`src/rtl/nvic_pkg.sv`:
```
// nvic_pkg: shared constants and helpers for the nvic_ctrl interrupt controller.
//   NUM_IRQ     - number of interrupt lines (IRQ 1..11)
//   IRQ_NUM_W   - width of an IRQ number (0 = none)
//   ST_*        - 2-bit FSM state encodings
//   IRQ_NONE    - IRQ number meaning "no interrupt"
//   irq_onehot  - IRQ number -> pending-bit mask (bit k = IRQ k+1)
package nvic_pkg;

  localparam int NUM_IRQ   = 11;
  localparam int IRQ_NUM_W = 4;

  localparam logic [1:0] ST_IDLE    = 2'd0;
  localparam logic [1:0] ST_REQ     = 2'd1;
  localparam logic [1:0] ST_SERVICE = 2'd2;

  localparam logic [IRQ_NUM_W-1:0] IRQ_NONE = 4'd0;

  // Map an IRQ number 1..NUM_IRQ onto its pending bit; 0 or out of range gives an empty mask.
  function automatic logic [NUM_IRQ-1:0] irq_onehot(input logic [IRQ_NUM_W-1:0] num);
    logic [NUM_IRQ-1:0] mask;
    mask = {NUM_IRQ{1'b0}};
    for (int k = 1; k <= NUM_IRQ; k++) begin
      if (num == IRQ_NUM_W'(k)) begin
        mask[k-1] = 1'b1;
      end else begin
        mask[k-1] = 1'b0;
      end
    end
    return mask;
  endfunction

endpackage

```
`src/rtl/nvic_ctrl_encoder.sv`:
```
// NvicEncoder: 1..11 priority encoder, highest-numbered active input wins.
//   i_in[11:1]    - candidate lines, i_in[n] = IRQ n
//   o_encVal[3:0] - number of the highest active input, 0 when none is active
module NvicEncoder
  import nvic_pkg::*;
(
  input  logic [NUM_IRQ:1]     i_in,
  output logic [IRQ_NUM_W-1:0] o_encVal
);

  // Scan upwards so that the last (highest) active line overwrites lower ones.
  always_comb begin
    o_encVal = IRQ_NONE;
    for (int n = 1; n <= NUM_IRQ; n++) begin
      if (i_in[n]) begin
        o_encVal = IRQ_NUM_W'(n);
      end else begin
        o_encVal = o_encVal;
      end
    end
  end

endmodule

```
`src/rtl/nvic_ctrl.sv`:
```
// nvic_ctrl: interrupt controller for 11 IRQ lines with a single, non-nesting ISR slot.
// Raw lines are edge-detected into pending flags, masked by a software enable register,
// and the highest-numbered enabled pending IRQ is offered to the core through a
// request / acknowledge / return handshake.
//   i_clk, i_rst            - clock, synchronous active-high reset
//   i_irq                   - raw level lines, bit k = IRQ k+1
//   i_gie                   - global interrupt enable from the core
//   i_enWr / i_enData       - enable register write
//   i_pendClr / i_pendData  - software pending clear (1 = clear)
//   i_intAck / i_intRet     - core acknowledge / return-from-interrupt
//   o_enVal, o_pendVal      - enable register and pending flags
//   o_intReq, o_intNum      - request to core and the IRQ number offered
//   o_inService, o_activeNum- ISR active flag and IRQ number being serviced
module nvic_ctrl
  import nvic_pkg::*;
#(
  parameter int N_IRQ = NUM_IRQ
) (
  input  logic                 i_clk,
  input  logic                 i_rst,
  input  logic [N_IRQ-1:0]     i_irq,
  input  logic                 i_gie,
  input  logic                 i_enWr,
  input  logic [N_IRQ-1:0]     i_enData,
  input  logic                 i_pendClr,
  input  logic [N_IRQ-1:0]     i_pendData,
  input  logic                 i_intAck,
  input  logic                 i_intRet,
  output logic [N_IRQ-1:0]     o_enVal,
  output logic [N_IRQ-1:0]     o_pendVal,
  output logic                 o_intReq,
  output logic [IRQ_NUM_W-1:0] o_intNum,
  output logic                 o_inService,
  output logic [IRQ_NUM_W-1:0] o_activeNum
);

  // The encoder is hard-wired for 11 lines; refuse to build any other size.
  if (N_IRQ != 11) begin : g_num_irq_bad
    $error("nvic_ctrl: N_IRQ must be 11");
  end else begin : g_num_irq_ok
  end

  logic [N_IRQ-1:0]     irq_prev_r;
  logic [N_IRQ-1:0]     pend_r;
  logic [N_IRQ-1:0]     en_r;
  logic [1:0]           state_r;
  logic [IRQ_NUM_W-1:0] int_num_r;
  logic [IRQ_NUM_W-1:0] active_num_r;

  logic [N_IRQ-1:0]     rise_s;
  logic [N_IRQ-1:0]     cand_s;
  logic [N_IRQ-1:0]     sw_clr_s;
  logic [N_IRQ-1:0]     ack_clr_s;
  logic [N_IRQ-1:0]     pend_next_s;
  logic                 ack_s;
  logic [IRQ_NUM_W-1:0] enc_s;

  assign rise_s = i_irq & ~irq_prev_r;
  assign cand_s = pend_r & en_r;

  // Acks only count while a request is actually on the wire.
  assign ack_s = (state_r == ST_REQ) && i_intAck;

  NvicEncoder u_encoder (
    .i_in     (cand_s),
    .o_encVal (enc_s)
  );

  // Pending clear sources; a rising edge in the same cycle still wins over both.
  always_comb begin
    sw_clr_s  = {N_IRQ{1'b0}};
    ack_clr_s = {N_IRQ{1'b0}};
    if (i_pendClr) begin
      sw_clr_s = i_pendData;
    end else begin
      sw_clr_s = {N_IRQ{1'b0}};
    end
    // Clear the number the core saw on o_intNum, not the current encoder output.
    if (ack_s) begin
      ack_clr_s = irq_onehot(int_num_r);
    end else begin
      ack_clr_s = {N_IRQ{1'b0}};
    end
    pend_next_s = rise_s | (pend_r & ~(sw_clr_s | ack_clr_s));
  end

  // Edge-detect history, pending flags and enable register.
  always_ff @(posedge i_clk) begin
    if (i_rst) begin
      irq_prev_r <= {N_IRQ{1'b0}};
      pend_r     <= {N_IRQ{1'b0}};
      en_r       <= {N_IRQ{1'b0}};
    end else begin
      irq_prev_r <= i_irq;
      pend_r     <= pend_next_s;
      if (i_enWr) begin
        en_r <= i_enData;
      end else begin
        en_r <= en_r;
      end
    end
  end

  // Request / acknowledge / return handshake; one ISR at a time, no nesting.
  always_ff @(posedge i_clk) begin
    if (i_rst) begin
      state_r      <= ST_IDLE;
      int_num_r    <= IRQ_NONE;
      active_num_r <= IRQ_NONE;
    end else begin
      case (state_r)
        ST_IDLE: begin
          if (i_gie && (enc_s != IRQ_NONE)) begin
            state_r   <= ST_REQ;
            int_num_r <= enc_s;
          end else begin
            state_r   <= ST_IDLE;
            int_num_r <= IRQ_NONE;
          end
        end
        ST_REQ: begin
          // Ack is checked first so the core is handed the number it vectored on.
          if (i_intAck) begin
            state_r      <= ST_SERVICE;
            active_num_r <= int_num_r;
            int_num_r    <= IRQ_NONE;
          end else if ((enc_s == IRQ_NONE) || !i_gie) begin
            state_r   <= ST_IDLE;
            int_num_r <= IRQ_NONE;
          end else begin
            state_r   <= ST_REQ;
            int_num_r <= enc_s;
          end
        end
        ST_SERVICE: begin
          if (i_intRet) begin
            state_r      <= ST_IDLE;
            active_num_r <= IRQ_NONE;
          end else begin
            state_r      <= ST_SERVICE;
            active_num_r <= active_num_r;
          end
          int_num_r <= IRQ_NONE;
        end
        default: begin
          state_r      <= ST_IDLE;
          int_num_r    <= IRQ_NONE;
          active_num_r <= IRQ_NONE;
        end
      endcase
    end
  end

  assign o_enVal     = en_r;
  assign o_pendVal   = pend_r;
  assign o_intReq    = (state_r == ST_REQ);
  assign o_intNum    = int_num_r;
  assign o_inService = (state_r == ST_SERVICE);
  assign o_activeNum = active_num_r;

endmodule

```
`config.mk`:
```
export PLATFORM = sky130hd
export DESIGN_NAME = nvic_ctrl
export DESIGN_NICKNAME = d
export VERILOG_FILES = /design/src/rtl/nvic_pkg.sv /design/src/rtl/nvic_ctrl_encoder.sv /design/src/rtl/nvic_ctrl.sv
export SDC_FILE = /design/constraint.sdc
export NUM_CORES = 1
export LEC_CHECK = 0
export CORE_MARGIN = 2
export CORE_UTILIZATION = 42
export DETAILED_ROUTE_END_ITERATION = 12
export PLACE_DENSITY = 0.9
export SYNTH_ARGS = -nofsm -noshare
export SYNTH_HDL_FRONTEND = slang
export SYNTH_SLANG_ARGS = --single-unit
```
`constraint.sdc`:
```
create_clock -name i_clk -period 1.5 [get_ports i_clk]
set_clock_uncertainty 0.2 [all_clocks]
set_input_delay 0.3 -clock i_clk [delete_from_list [all_inputs] [get_ports i_clk]]
set_output_delay 0.3 -clock i_clk [all_outputs]
set_load 0.01 [all_outputs]
```
==> impl_metrics.py, run 1 <==
metrics = {
    "run_status": {
        "run_status": "complete, but fails checks",
        "violations": "setup timing",
    },
    "timing": {
        "hold_viol": 0,
        "slew_viol_final": 0,
        "tightest_slew_ns": 0.332,
        "tns_ns": -0.0161,
        "grt_setup_unrepaired": "yes",
        "fin_crit_ns": 1.52,
        "final.period_utilization_pct": 101,
        "hold_ws_ns": 0.204,
        "clock.fmax_ghz": 0.660,
        "timing.final.ws_setup_ns": -0.0161,
        "maxSlewHeadroom_pct": 77.8,
        "final-setup-viol-count": 1,
    },
    "synthesis": {
        "synth_area_mm2": 0.00174,
        "ys_ff_latch": 43,
        "yosys.area.top_type": "dfxtp_1",
        "synthFlopType": "dfxtp_1",
        "syn_nets": 230,
        "ys_types": 31,
        "synthTopCellsByArea": "dfxtp_1 50%, mux2i_1 6.3%, nand2_1 4.5%, o2bb2ai_1 3.5%, nand3b_1 3.5%",
        "synth_edf_count": 0,
        "synth_top_area_share_pct": 49.5,
        "synth_xor_area_share_pct": 0,
        "synthCells": 190,
        "ys_seq_area_share_pct": 49.5,
        "synth_compound_area_share_pct": 16.6,
        "synthSimpleGateAreaFrac_pct": 22.5,
        "synth_top_family_by_area": "simple AND/OR/NAND/NOR gates",
        "yosysWarnings": 0,
        "async_flop_share_pct": 0,
        "synthAdderAreaFrac_pct": 0,
        "synth_mux_area_share_pct": 6.34,
        "avgSynthCellArea_um2": 9.15,
    },
    "floorplanning": {
        "coreArea_mm2": 0.00400,
        "num_io_pins": 72,
        "start_util_pct": 43.4,
        "rows": 23,
        "die_area_mm2": 0.00467,
        "die_y_um": 68.3,
        "fp.dieW_um": 68.3,
    },
    "worst_setup_path": {
        "cp_top_family": "simple AND/OR/NAND/NOR gates",
        "worst-path-max-fanout": 3,
        "worstPathRequired_ns": 1.48,
        "critical_path_class": "flop to flop",
        "start_kind": "flop",
        "cp_cell_sequence": "and2b_1, buf_4, nand2_1, nor4_1, o2bb2ai_1",
        "critical_path_buf_inv_count": 1,
        "crit_slowest_cell": "dfxtp_2",
        "r2r_slack_ns": -0.02,
        "crit_path_end_kind": "flop",
        "worst_ep_arrival_time_ns": 1.50,
        "max_stage_delay_ns": 0.33,
        "reg2regPathDepth": 5,
        "path_depth": 5,
    },
    "layout": {
        "fin_nets": 327,
        "fillers": 315,
        "post-route-util_pct": 70.0,
        "syn_to_final_growth_pct": 61.1,
        "drive_above_1_share_pct": 19.5,
        "antenna_cells": 0,
    },
    "pwr": {
        "finalPower_mw": 2.63,
        "p_per_area_mw_per_mm2": 940,
        "switchingPower_mw": 0.654,
        "irDropWorstVdd_uv": 534,
        "pwr-share-comb_pct": 18.3,
        "clkPwrFrac_pct": 33.5,
        "p_leak_nw": 1.25,
        "internal-power_mw": 1.98,
        "power_frac_seq_pct": 48.2,
        "switching_share_pct": 24.9,
    },
    "cts": {
        "clkLatencyLatePin_ns": 0.30,
        "ctsHoldBuffers": 0,
        "cts_made_buffers": 5,
        "clock-sinks": 43,
        "cts_root_buf": "clkbuf_8",
        "path_clk_slew_ns": 0.08,
        "clockBufferDepth": 2,
        "htree_num_levels": 2,
        "cts_tree": "built",
    },
    "detailed_routing": {
        "drt-wirelength-per-cell_um": 14.8,
        "drc_errors": 0,
        "via_count": 1760,
        "antenna_left": 0,
        "vias_per_cell": 5.22,
        "drt-initial-drc-count": 93,
        "first_pass_iters": 4,
        "wl_um": 4970,
    },
    "global_route": {
        "grt_max_degree": 24,
        "grt_first_pass_wirelength_um": 7600,
        "grt_usage_pct": 22.4,
        "grt_pass1_vias": 1695,
        "antenna_found_initial": 0,
        "globalRouteOverflowTotal": 0,
    },
    "place": {
        "dpl_worst_slack_ns": -0.358,
        "port_buffers": 71,
        "place.gp.congestion": 0.845,
        "dpl.hpwl_um": 3720,
    },
    "min_path": {
        "hold_depth": 1,
        "min_path_type": "flop to flop",
    },
    "flow_run": {
        "maxCapViolations": 0,
    },
}
## worst paths after layout
path	from	to
worst max register to register	state_r[1]$_SDFF_PP0_	o_pendVal[7]$_SDFF_PP0_
worst max-delay path	state_r[1]$_SDFF_PP0_	o_pendVal[7]$_SDFF_PP0_
worst min register to register	irq_prev_r[4]$_SDFF_PP0_	o_pendVal[4]$_SDFF_PP0_
worst min-delay path	irq_prev_r[4]$_SDFF_PP0_	o_pendVal[4]$_SDFF_PP0_
## Yosys cell counts, types with 7 or more instances
library cell / n
inv_1: 15
nand2_1: 21
nor2_1: 13
mux2i_1: 11
dfxtp_1: 43
o2bb2ai_1: 7
nand2b_1: 7
a21oi_1: 7
nand3b_1: 8
nor2b_1: 7
o21ai_0: 8
## cells by family after synthesis
group / after synthesis
and+or+nand+nor: 73
DFF: 43
AOI/OAI and AO/OA: 41
buffers and inverters: 22
muxes: 11
## power groups by stage
stage,Sequential (mW),Combinational [mW],Clock (mW)
2_1_floorplan,1.31,0.159,0
3_3_place_gp,1.29,0.487,0
3_5_place_dp,1.29,0.500,0
4_1_cts,1.26,0.465,0.881
5_1_grt,1.27,0.519,0.924
6_report,1.27,0.482,0.882
## placed cells by master (no fill, tap or decap), drive strengths merged
cell,netlist,layout
clkdlybuf4s15,0,2
clkbuf,2,6
o21ai,9,9
a32oi,1,1
nor4,3,3
nand4b,2,2
buf,5,28
and2b,2,2
clkinvlp,0,1
o211ai,1,1
nand2b,7,7
o2bb2ai,7,7
dfxtp,43,43
nand3b,8,8
a22o,2,2
nand3,2,2
a32o,1,1
nor2,13,13
inv,15,15
and4,1,1
a21o,2,2
a31o,1,1
dlygate4sd2,0,28
clkdlybuf4s50,0,38
o22ai,1,1
a211oi,5,5
bufinv,0,1
a22oi,4,4
nor2b,7,7
and3b,2,2
a21oi,7,7
nand2,21,21
nor3,5,5
mux2i,11,11
## routing by layer
metal / part of all wire, % / track usage [%]
met1: 40 / 26.5
met2: 49 / 37.4
met3: 8.2 / 6.25
met4: 2.7 / 10.3
met5: 0 / 0
## registers in the layout (all words and copies together), names as in the netlist
register / cells
o_enVal: 11
o_intNum: 4
state_r: 2
irq_prev_r: 11
o_pendVal: 11
o_activeNum: 4
## through the flow
step / std cells / instance area, µm²
6_report: 337 / 2800
5_1_grt: 337 / 2800
4_1_cts: 335 / 2740
3_5_place_dp: 328 / 2670
3_3_place_gp: 328 / 2670
2_1_floorplan: 190 / 1740
## repair_timing
action	4_1_cts	5_1_grt
setup endpoints to repair	38	15
pin swaps	1	4
resized for setup	45	19
setup buffers	0	2
## final cells by class
cell class / count / area (µm²) / share of cell area (%)
clock inverter: 2 / 37.5 / 1.34
tap: 50 / 62.6 / 2.24
multi-input combinational: 125 / 830 / 29.6
sequential: 43 / 872 / 31.2
inverter: 15 / 56.3 / 2.01
clock buffer: 5 / 68.8 / 2.46
timing repair buffer: 97 / 872 / 31.2
Power figures use the tool's default switching activity.
==> run 2, diff against run 1 <==
Settings changed: CTS_CLUSTER_SIZE set to 25, GPL_ROUTABILITY_DRIVEN set to 0, SLEW_MARGIN set to 20.
==> results of run 2 <==
No change in the layout: final DEF, timing and power equal those of run 1.
